==> src/rtl/alu_issue_responder.sv <==
// Purpose: FU-side endpoint of the ALU issue handshake for four SIMD slots, with round-robin completion retirement.
// Latency: a slot selected at T is busy from T+1 and can present its completion record at T+LATENCY+1 at the earliest.
// Backpressure: done_valid/done_wfid/done_unit hold stable until done_ack; an unacked slot stays in DONE_WAIT and is not issuable.
module alu_issue_responder #(
    parameter int WFID_W  = 6,
    parameter int LATENCY = 4
) (
    input  logic              clk,
    input  logic              rst,
    input  logic [3:0]        c_alu_select,
    input  logic [WFID_W-1:0] c_issued_wfid,
    output logic [3:0]        f_alu_ready,
    output logic              done_valid,
    output logic [WFID_W-1:0] done_wfid,
    output logic [1:0]        done_unit,
    input  logic              done_ack,
    output logic              protocol_err
);

    typedef enum logic [1:0] {
        IDLE      = 2'd0,
        BUSY      = 2'd1,
        DONE_WAIT = 2'd2
    } slot_state_t;

    localparam logic [3:0] LAT_M1 = 4'(LATENCY - 1);

    slot_state_t       state  [4];
    logic [3:0]        count  [4];
    logic [WFID_W-1:0] wfid   [4];
    logic [3:0]        loaded;
    logic [1:0]        rr_ptr;

    logic [3:0] idle_vec;
    logic [3:0] cand_vec;
    logic       sel_multi;
    logic       busy_hit;
    logic [3:0] accept;
    logic       retire;
    logic       load;
    logic       pick_vld;
    logic [1:0] pick_idx;
    logic [1:0] scan_idx;

    // Decode per-slot idle/candidate vectors from registered state.
    always_comb begin
        for (int i = 0; i < 4; i++) begin
            idle_vec[i] = (state[i] == IDLE);
            cand_vec[i] = (state[i] == DONE_WAIT) && !loaded[i];
        end
    end

    assign f_alu_ready = idle_vec;

    // A select is legal only if one-hot and aimed at an idle slot.
    assign sel_multi = |(c_alu_select & (c_alu_select - 4'd1));
    assign busy_hit  = |(c_alu_select & ~idle_vec);
    assign accept    = sel_multi ? 4'b0000 : (c_alu_select & idle_vec);

    assign retire = done_valid && done_ack;

    // Round-robin scan starting at rr_ptr+1; descending loop so the nearest slot wins.
    always_comb begin
        pick_vld = 1'b0;
        pick_idx = rr_ptr;
        scan_idx = rr_ptr;
        for (int k = 4; k >= 1; k--) begin
            scan_idx = rr_ptr + 2'(k);
            if (cand_vec[scan_idx]) begin
                pick_vld = 1'b1;
                pick_idx = scan_idx;
            end
        end
    end

    // The output register accepts a new record when empty or draining this cycle.
    assign load = (!done_valid || done_ack) && pick_vld;

    // Per-slot occupancy FSMs: issue, countdown, wait for retirement.
    always_ff @(posedge clk or posedge rst) begin
        if (rst) begin
            for (int i = 0; i < 4; i++) begin
                state[i] <= IDLE;
                count[i] <= 4'd0;
                wfid[i]  <= '0;
            end
            loaded <= 4'b0000;
        end else begin
            for (int i = 0; i < 4; i++) begin
                case (state[i])
                    IDLE: begin
                        if (accept[i]) begin
                            wfid[i] <= c_issued_wfid;
                            if (LATENCY == 1) begin
                                state[i] <= DONE_WAIT;
                                count[i] <= 4'd0;
                            end else begin
                                state[i] <= BUSY;
                                count[i] <= LAT_M1;
                            end
                        end
                    end
                    BUSY: begin
                        // Leaving on the decrement to zero puts the slot in DONE_WAIT exactly LATENCY cycles after issue.
                        if (count[i] <= 4'd1) begin
                            state[i] <= DONE_WAIT;
                            count[i] <= 4'd0;
                        end else begin
                            count[i] <= count[i] - 4'd1;
                        end
                    end
                    DONE_WAIT: begin
                        if (retire && (done_unit == 2'(i))) begin
                            state[i]  <= IDLE;
                            loaded[i] <= 1'b0;
                        end else if (load && (pick_idx == 2'(i))) begin
                            loaded[i] <= 1'b1;
                        end
                    end
                    default: begin
                        state[i] <= IDLE;
                    end
                endcase
            end
        end
    end

    // Completion record register and round-robin pointer.
    always_ff @(posedge clk or posedge rst) begin
        if (rst) begin
            done_valid <= 1'b0;
            done_wfid  <= '0;
            done_unit  <= 2'd0;
            rr_ptr     <= 2'd3;
        end else if (load) begin
            done_valid <= 1'b1;
            done_wfid  <= wfid[pick_idx];
            done_unit  <= pick_idx;
            rr_ptr     <= pick_idx;
        end else if (retire) begin
            done_valid <= 1'b0;
        end
    end

    // Sticky protocol error; only reset clears it.
    always_ff @(posedge clk or posedge rst) begin
        if (rst) begin
            protocol_err <= 1'b0;
        end else if (sel_multi || busy_hit) begin
            protocol_err <= 1'b1;
        end
    end

endmodule

==> config.mk <==
export PLATFORM = sky130hd
export DESIGN_NAME = alu_issue_responder
export DESIGN_NICKNAME = d
export VERILOG_FILES = /design/src/rtl/alu_issue_responder.sv
export SDC_FILE = /design/constraint.sdc
export NUM_CORES = 1
export LEC_CHECK = 0
export ABC_AREA = 1
export CAP_MARGIN = 20
export CORE_ASPECT_RATIO = 0.9
export CORE_MARGIN = 10
export CORE_UTILIZATION = 50
export DETAILED_ROUTE_END_ITERATION = 8
export PLACE_DENSITY_LB_ADDON = 0.08
export SYNTH_ARGS = -nofsm -noshare
export SYNTH_HDL_FRONTEND = slang
export SYNTH_SLANG_ARGS = --single-unit
export TNS_END_PERCENT = 30
==> constraint.sdc <==
create_clock -name clk -period 2.25 [get_ports clk]
set_input_delay 0.3375 -clock clk [delete_from_list [all_inputs] [get_ports clk]]
set_output_delay 0.3375 -clock clk [all_outputs]
set_load 0.03 [all_outputs]
==> results of run 1 <==
critical path: cells and delay by family, from the launching register on:
kind,cells,cell delay [ns]
buffers and inverters,1,0.73
flip-flops,1,0.42
AND/OR/NAND/NOR,1,0.25
cells by family (layout without fill, tap and decap cells):
kind of cell | Yosys count | count (layout) | synth area share [%]
buf+inv | 77 | 117 | 9.54
simple gates | 186 | 186 | 24.6
xor+xnor | 8 | 8 | 2.35
compound gates | 72 | 72 | 12.0
fa+ha+maj | 8 | 8 | 3.03
flops | 64 | 64 | 48.5
area by class of cell:
type / count / area [um2] / share of cell area [%]
multi-input combinational: 274 / 1400 / 35.9
clock inverter: 4 / 52.6 / 1.34
sequential: 64 / 1600 / 41.1
timing repair buffer: 33 / 325 / 8.33
clock buffer: 12 / 155 / 3.97
inverter: 68 / 255 / 6.53
tap: 90 / 113 / 2.88
through the flow:
| step | cells | hold slack, ns | utilization [%] | setup WS (ns) | total power [mW] |
|---|---|---|---|---|---|
| after floorplan | 415 | 0.453 | - | 0.318 | 4.74 |
| after global placement | 529 | 0.462 | 56.5 | 0.230 | 5.48 |
| after detailed placement | 529 | 0.468 | 56.5 | 0.131 | 5.59 |
| after CTS | 545 | 0.272 | 59.7 | 0.118 | 6.63 |
| after global routing | 545 | 0.294 | 60.0 | 0.0341 | 7.26 |
| final | 545 | 0.271 | 60.0 | 0.174 | 6.65 |
state kept, by name, indices dropped and copies added, names as in the netlist:
register      count
done_unit         2
state             8
loaded            4
done_wfid         6
wfid             24
rr_ptr            2
count            16
protocol_err      1
done_valid        1
report_power, final:
part,internal (mW),switching [mW],total [mW]
Combinational,1.29,2.33,3.62
Clock,0.573,0.444,1.02
Sequential,1.68,0.336,2.02
cells in the final DEF, fill, tap and decap left out, types with 2 or more instances in the layout:
cell type        netlist  final
nand2_1              113    113
inv_1                 64     63
dfrtp_1               62     62
nand3_1               38     38
o21ai_0               32     32
clkdlybuf4s50_1        0     26
a21oi_1               22     22
nor2_1                18     18
clkbuf_8               0     11
ha_1                   8      8
buf_4                  3      6
inv_2                  4      5
xor2_1                 5      5
o22ai_1                5      5
nor3_1                 4      4
o211ai_1               4      4
nor2_2                 3      3
o21ai_1                3      3
clkinvlp_4             0      3
nand3_2                3      2
nand2_2                2      2
xnor2_1                2      2
dfstp_2                2      2
layer usage:
metal / track usage [%] / up-vias
met5: 0 / -
met4: 5.52 / 0
met3: 3.91 / 10
met2: 22.7 / 35
met1: 18.6 / 1279
li1: - / 1402
path summary, 6_finish.rpt:
path | from | end | slack, ns
min | rst | count[12] | 0.27
min in group clk | wfid[14] | wfid[14] | 0.49
max | state[1] | f_alu_ready[3] | 0.17
max reg2reg | rr_ptr[0] | loaded[3] | 0.24
min reg2reg | wfid[14] | wfid[14] | 0.49
max in group asynchronous | rst | rr_ptr[0] | 1.36
==> metrics, run 1 <==
Antenna diodes 0; clock skew a little under 0.009 ns; fmax 0.482 GHz; wirelength, routed 7.27 mm; Starting Density between 50 and 60%; CTS clk-pin slew, worst paths 0.07 ns; # setup viols final 0; CP arrival 1.74 ns; RSZ-0062 raised after global routing false; Top Layer Used met4; Area contributors post-synth dfrtp_1 (47%), nand2_1 (13%), inv_1 (7.3%); Post-synth top cells nand2_1 (113), inv_1 (64), dfrtp_1 (62), nand3_1 (38), o21ai_0 (32); synthesized area per cell 7.97 um2; CP required 1.91 ns; worst-path cell chain nor2_1, clkdlybuf4s50_1; GRT Resource Usage Total approximately 14%; vias in the first global route ~2,600; largest area contributor in the netlist dfrtp_1; IO Port Bufs 26; post-route cell area between 3000 and 4000 um2; Post-CTS Resized 0; 1st-iter DRT viols 116; max cap viols 0; first-pass GRT wire length 12.2 mm; Post-synth EDFFs 0; Fillers between 600 and 700; Hold Vio Cnt, Final 0; mapped cell area 3310 um2; M1 WL 3.57 mm; crit path kind reg -> out; worst reg2reg path depth 12; setup_tns 0 ns; Die ar. 10,300 um2; VDD IR-drop max about 900 uV; Leakage Power 2.01 nW; cell at the root of the clock tree clkbuf_8; core area 6520 um2; slowest stage delay, CP 0.73 ns; Mapped Nets 436; Post-CTS Setup Inserts 0; CTS Hold Bufs 0; CTS Sinks 64; Area Overhead vs Synth 18.2%; type of the tightest min-delay check in -> async; area post-placement between 3000 and 4000 um2; fin crit share slightly above 90%; YS warnings 0; drt first pass iters 4; wire per inst 13.3 um; Via Count 2,726; H-tree Lvls 3; DRC 0; Synth top area share 46.9%; Chip Height 97.1 um; HPWL Detailed 5.37 mm; Final min period 2.08 ns; Worst path slowest cell clkdlybuf4s50_1; Cell variety after synth 33; worst-margin pin slew approximately 0.48 ns; layout cells sized above 1 a little under a tenth; vias per inst approximately 5.0; Synth Instances approximately 420; count leader, synth nand2_1; CP endpoint kind output pin; Met3 Routed Length ~250 um; Slew headroom 67.9%; clock buffer depth 2; largest net degree at the start of global routing 52; I/O pin total 27; RD Place Congestion 0.830; Post-synth top flop dfrtp_1; Clock Latency Late Sink 0.33 ns; Rows 28; Die W around 110 um; Yosys reg bits 64; initial antenna violation count 0; Max FO, Critical Path 5; DRT antenna net count 0; TritonCTS Buffers 9; GR Overflow Total 0; CTS tree built; nets@finish around 470; register area share after synthesis 48.5%; Post-synth ARST share 100%; CP startpoint kind flip-flop; Met2 Wirelength 3.35 mm; max-slew violation count 0; outcome finished, final reports clean; P per Cell Area 1700 nW/um2
Note: power is estimated with default switching activity, not from simulation.
==> run 2: changes to the inputs <==
Settings changed: CTS_CLUSTER_DIAMETER from default to 100.
Clock period 2.25 ns to 2.6 ns, I/O delays scaled along.
==> run 2 against run 1 <==
  * Die area stayed put
  * Clock skew hardly changed
  * Non-clock buffer count is 1 lower
  * Combinational power is 15% lower
  * Design area is 0.22% higher
  * Sequential share of layout area is 0.092 points lower
  * Critical endpoint is now done_wfid[3]
==> metrics, run 2 (synthesis gave the netlist of run 1 again) <==
outcome finished, final reports clean; wirelength, routed 7.32 mm; layout cells sized above 1 9.47%; # setup viols final 0; Die ar. just over 10,000 um2; clock buffer depth 2; max cap viols 0; RSZ-0062 raised after global routing false; Reg with most FFs wfid; Slew headroom 54.7%; DRC 0; RD Place Congestion 0.869; CP startpoint kind flip-flop; Area Overhead vs Synth 18.5%; H-tree Lvls 3; worst-margin pin slew a little under 0.7 ns; CTS Sinks 64; Rows 28; IO Port Bufs 26; crit path kind reg -> reg; multi-input logic area 1390 um2; worst-path cell chain xnor2_2, inv_2, nand3_2, nand2_1, nand2_1, nand3_2, nand2_4, nand2_1, nand3_1, nand2_1, nand2_1, nand2_1; slowest stage delay, CP between 0.6 and 0.7 ns; leading registers by flop count wfid (24), count (16), state (8); I/O pin total 27; Fin Hold WS ~0.47 ns; max reg flops 24; Post-CTS Setup Inserts 0; DRT antenna net count 0; area post-placement ~3700 um2; type of the tightest min-delay check in -> async; wire per inst around 13 um; setup_tns 0 ns; core area about 6500 um2; CTS tree built; Final min period 2.18 ns; Worst path slowest cell dfstp_2; CP bufs+invs 1; largest net degree at the start of global routing 31; most frequent cells in the layout nand2_1 (113), inv_1 (63), dfrtp_1 (62); 1st-iter DRT viols 136; CP endpoint kind flip-flop; Clock Latency Late Sink 0.34 ns; Leakage Power 2.02 nW; fin crit share between 80% and 90%; TritonCTS Buffers 9; vias per inst 4.94; Max FO, Critical Path 16; VDD IR-drop max about 760 uV; worst reg2reg path depth 12; Antenna diodes 0; GR Overflow Total 0; CTS clk-pin slew, worst paths around 0.07 ns; initial antenna violation count 0; drt first pass iters 4; CP delay by family, top simple AND/OR/NAND/NOR gates; GRT Resource Usage Total approximately 15%; Die W 106 um; vias in the first global route 2,623; Starting Density 50.7%; post-route cell area 3920 um2; Post-CTS Resized 0; max-slew violation count 0; fmax between 0.4 and 0.5 GHz; placed cell count 528; Chip Height roughly 100 um; P per Cell Area 1490 nW/um2; Hold Vio Cnt, Final 0; Top cell by count, worst path nand2_1; Seq. cell area approximately 1600 um2; Cell Count, Final, Fillers Out approximately 540; Fillers 607; HPWL Detailed 5.30 mm; CP arrival approximately 2.4 ns; nets@finish 470; Via Count 2,690; CTS Hold Bufs 0; cell at the root of the clock tree clkbuf_8; clock skew 0.00865 ns; Levels on crit path 12; first-pass GRT wire length 12.6 mm; CP required about 2.8 ns; most common library cell in the layout ignoring fill and taps nand2_1
## run 2: changes by cell type in the layout (fill, tap and decap cells not counted), sizes merged
cell and delta:
buf -1, bufinv +1, clkinvlp -1
## run 2: final timing paths
kind	from	end	slack [ns]
max in group asynchronous	rst	wfid[19]	1.49
min in group clk	done_wfid[0]	done_wfid[0]	0.48
worst min register to register	done_wfid[0]	done_wfid[0]	0.48
worst max register to register	rr_ptr[0]	done_wfid[3]	0.42
worst min-delay path	rst	count[15]	0.47
worst max-delay path	rr_ptr[0]	done_wfid[3]	0.42
## run 2: through the flow
stage	total power [mW]	utilization (%)	setup slack [ns]
after floorplan	4.10	-	0.615
after global placement	4.76	56.4	0.481
after detailed placement	4.82	56.4	0.441
after CTS	5.87	60.1	0.394
after global routing	6.38	60.1	0.209
final	5.82	60.1	0.420
## run 2: layout make-up
class | instances | share of cell area (%)
Multi-Input combinational cell | 274 | 35.4
Sequential cell | 64 | 41.0
Clock buffer | 12 | 4.22
Clock inverter | 4 | 1.92
Tap cell | 90 | 2.88
Inverter | 68 | 6.52
Timing Repair Buffer | 32 | 8.12
## run 2: worst register-to-register path, cell delays in order, from the launching register on
cell and delay, ns:
dfstp_2 0.63, xnor2_2 0.17, inv_2 0.09, nand3_2 0.07, nand2_1 0.07, nand2_1 0.11, nand3_2 0.29, nand2_4 0.31
nand2_1 0.08, nand3_1 0.07, nand2_1 0.07, nand2_1 0.07, nand2_1 0.05
## run 2: per-layer routing
metal,vias up,part of all wire [%],track usage [%]
met4,0,1.5,4.89
met1,1215,49,19.6
met3,13,6.2,5.24
met5,-,0,0
li1,1396,-,-
met2,66,44,22.5
## run 2: report_power, final
part,leakage (nW),total (mW),switching (mW),internal [mW]
Clock,0.115,1.01,0.389,0.618
Sequential,0.778,1.73,0.276,1.46
Combinational,1.13,3.08,2.01,1.07
Total,2.02,5.82,2.68,3.14
==> run 3: changes to the inputs <==
Clock period 2.6 ns to 1.8 ns, I/O delays scaled along.
==> run 3 against run 2 <==
  * The flow now finishes with violations (setup timing)
  * Sequential cell count did not move
  * Total power rose by 56%
  * Clock-buffer cell count fell by 1
  * Routed wire length rose by 6.3%
  * Worst hold slack got worse by 0.13 ns
  * Die area did not move
  * Clock skew rose by 0.0014 ns
  * Sequential share of layout area fell by 3.1 points
  * Design area rose by 8.1%
  * Via count rose by 9.2%
  * Critical endpoint is now done_wfid[0]
==> metrics, run 3 (synthesis gave the netlist of run 1 again) <==
most frequent cells in the layout nand2_1 (109), inv_1 (63), dfrtp_1 (62); RSZ-0062 raised after global routing true; Final min period 1.91 ns; max-slew violation count 0; layout cells sized above 1 17.8%; post-route cell area 4240 um2; Leakage Power 2.19 nW; core area approximately 6500 um2; nets@finish about 510; CTS tree built; Chip Height 97.1 um; violated checks setup timing; RD Place Congestion around 0.90; vias in the first global route 2,857; Max FO, Critical Path 10; Via Count around 2,900; CTS Hold Bufs 0; 1st-iter DRT viols a little over 90; fmax 0.523 GHz; Reg with most FFs wfid; Fillers 592; crit path kind reg -> reg; CP startpoint kind flip-flop; type of the tightest min-delay check in -> async; final worst slack -0.112 ns; fin crit share 106%; wire per inst 13.4 um; # setup viols final 14; vias per inst 5.06; multi-input logic area 1460 um2; P per Cell Area 2140 nW/um2; GR Overflow Total 0; CTS Sinks 64; Area Overhead vs Synth 28.1%; Rows 28; clock buffer depth 2; DRT antenna net count 0; Antenna diodes 0; CP required approximately 2 ns; DRC 0; max cap viols 0; Die W 106 um; Clock Latency Late Sink 0.34 ns; TritonCTS Buffers 9; Hold Vio Cnt, Final 0; I/O pin total 27; initial antenna violation count 0; Starting Density 50.7%; Seq. cell area 1600 um2; outcome finished with violations; Die ar. 10,300 um2; VDD IR-drop max between 1000 and 1500 uV; IO Port Bufs 26; Slew headroom between 70% and 80%; CP endpoint kind flip-flop; largest net degree at the start of global routing 36; H-tree Lvls 3; drt first pass iters 4; worst-margin pin slew 0.338 ns; CP arrival approximately 2.2 ns; leading registers by flop count wfid (24), count (16), state (8); wirelength, routed 7.78 mm; max reg flops 24; GRT Resource Usage Total 15.8%; most common library cell in the layout ignoring fill and taps nand2_1; Cell Count, Final, Fillers Out between 500 and 600; setup_tns -0.925 ns; area post-placement about 4000 um2; HPWL Detailed 5.69 mm; placed cell count 564; cell at the root of the clock tree clkbuf_8; CTS clk-pin slew, worst paths 0.07 ns; clock skew 0.0101 ns; first-pass GRT wire length roughly 13 mm
run 3: cell count changes in the layout (fill, tap and decap cells not counted), moves of 3 or more:
| cell | before | now |
|---|---|---|
| inv_2 | 5 | 2 |
| nand2_1 | 113 | 109 |
| clkdlybuf4s50_1 | 26 | 21 |
| buf_4 | 5 | 37 |
| nand2_2 | 2 | 6 |
| dlygate4sd2_1 | 0 | 4 |
run 3: through the flow:
step	total power, mW	hold WS [ns]	util (%)	worst slack [ns]
final	9.08	0.339	65.0	-0.112
after global routing	9.96	0.353	65.0	-0.287
after CTS	8.79	0.341	63.7	-0.0681
after detailed placement	7.65	0.462	61.0	-0.0981
after global placement	7.53	0.455	61.0	-0.0552
after floorplan	5.92	0.401	-	0.0325
run 3: power by group:
part	total [mW]	internal (mW)	switching [mW]
clock network	1.10	0.532	0.571
registers	2.51	2.10	0.407
logic	5.46	2.26	3.21
run 3: worst paths after layout:
kind	from	end	slack [ns]	cells after the start
setup reg to reg	rr_ptr[0]	done_wfid[0]	-0.11	13
setup / recovery	rr_ptr[0]	done_wfid[0]	-0.11	13
hold reg to reg	protocol_err	protocol_err	0.48	1
hold / removal	rst	wfid[2]	0.34	3
min in group clk	protocol_err	protocol_err	0.48	1
max in group asynchronous	rst	rr_ptr[1]	1.19	3
run 3: critical path, cell delays in order (launching register included):
cell	delay, ns
dfstp_2	0.66
xnor2_4	0.17
nand3_1	0.16
nand2_2	0.12
nand2_2	0.08
nand2_2	0.08
nand2_4	0.08
buf_8	0.14
nand3_1	0.06
nand2_1	0.05
nand2_1	0.05
nand2_1	0.04
nand2_1	0.06
nand2_1	0.05
run 3: layer usage:
layer,global-route usage (%),share of wire [%]
met5,0,0
met4,5.10,1.5
met3,4.51,4.3
met2,24.7,46
met1,20.6,48
run 3: cell type report:
type | count | area share [%]
inverters | 68 | 6.23
clock buffers | 11 | 3.34
clock inverters | 5 | 0.768
flip-flops and latches | 64 | 37.9
repair buffers | 68 | 14.7
well taps | 90 | 2.66
multi-input cells | 274 | 34.5
run 3: repair_timing:
| item | CTS | global route |
|---|---|---|
| setup endpoints to repair | 16 | 14 |
| pin swaps | 0 | 2 |
| buffers inserted | 0 | 0 |
| gates cloned | 0 | 0 |
| gates resized for setup | 9 | 18 |
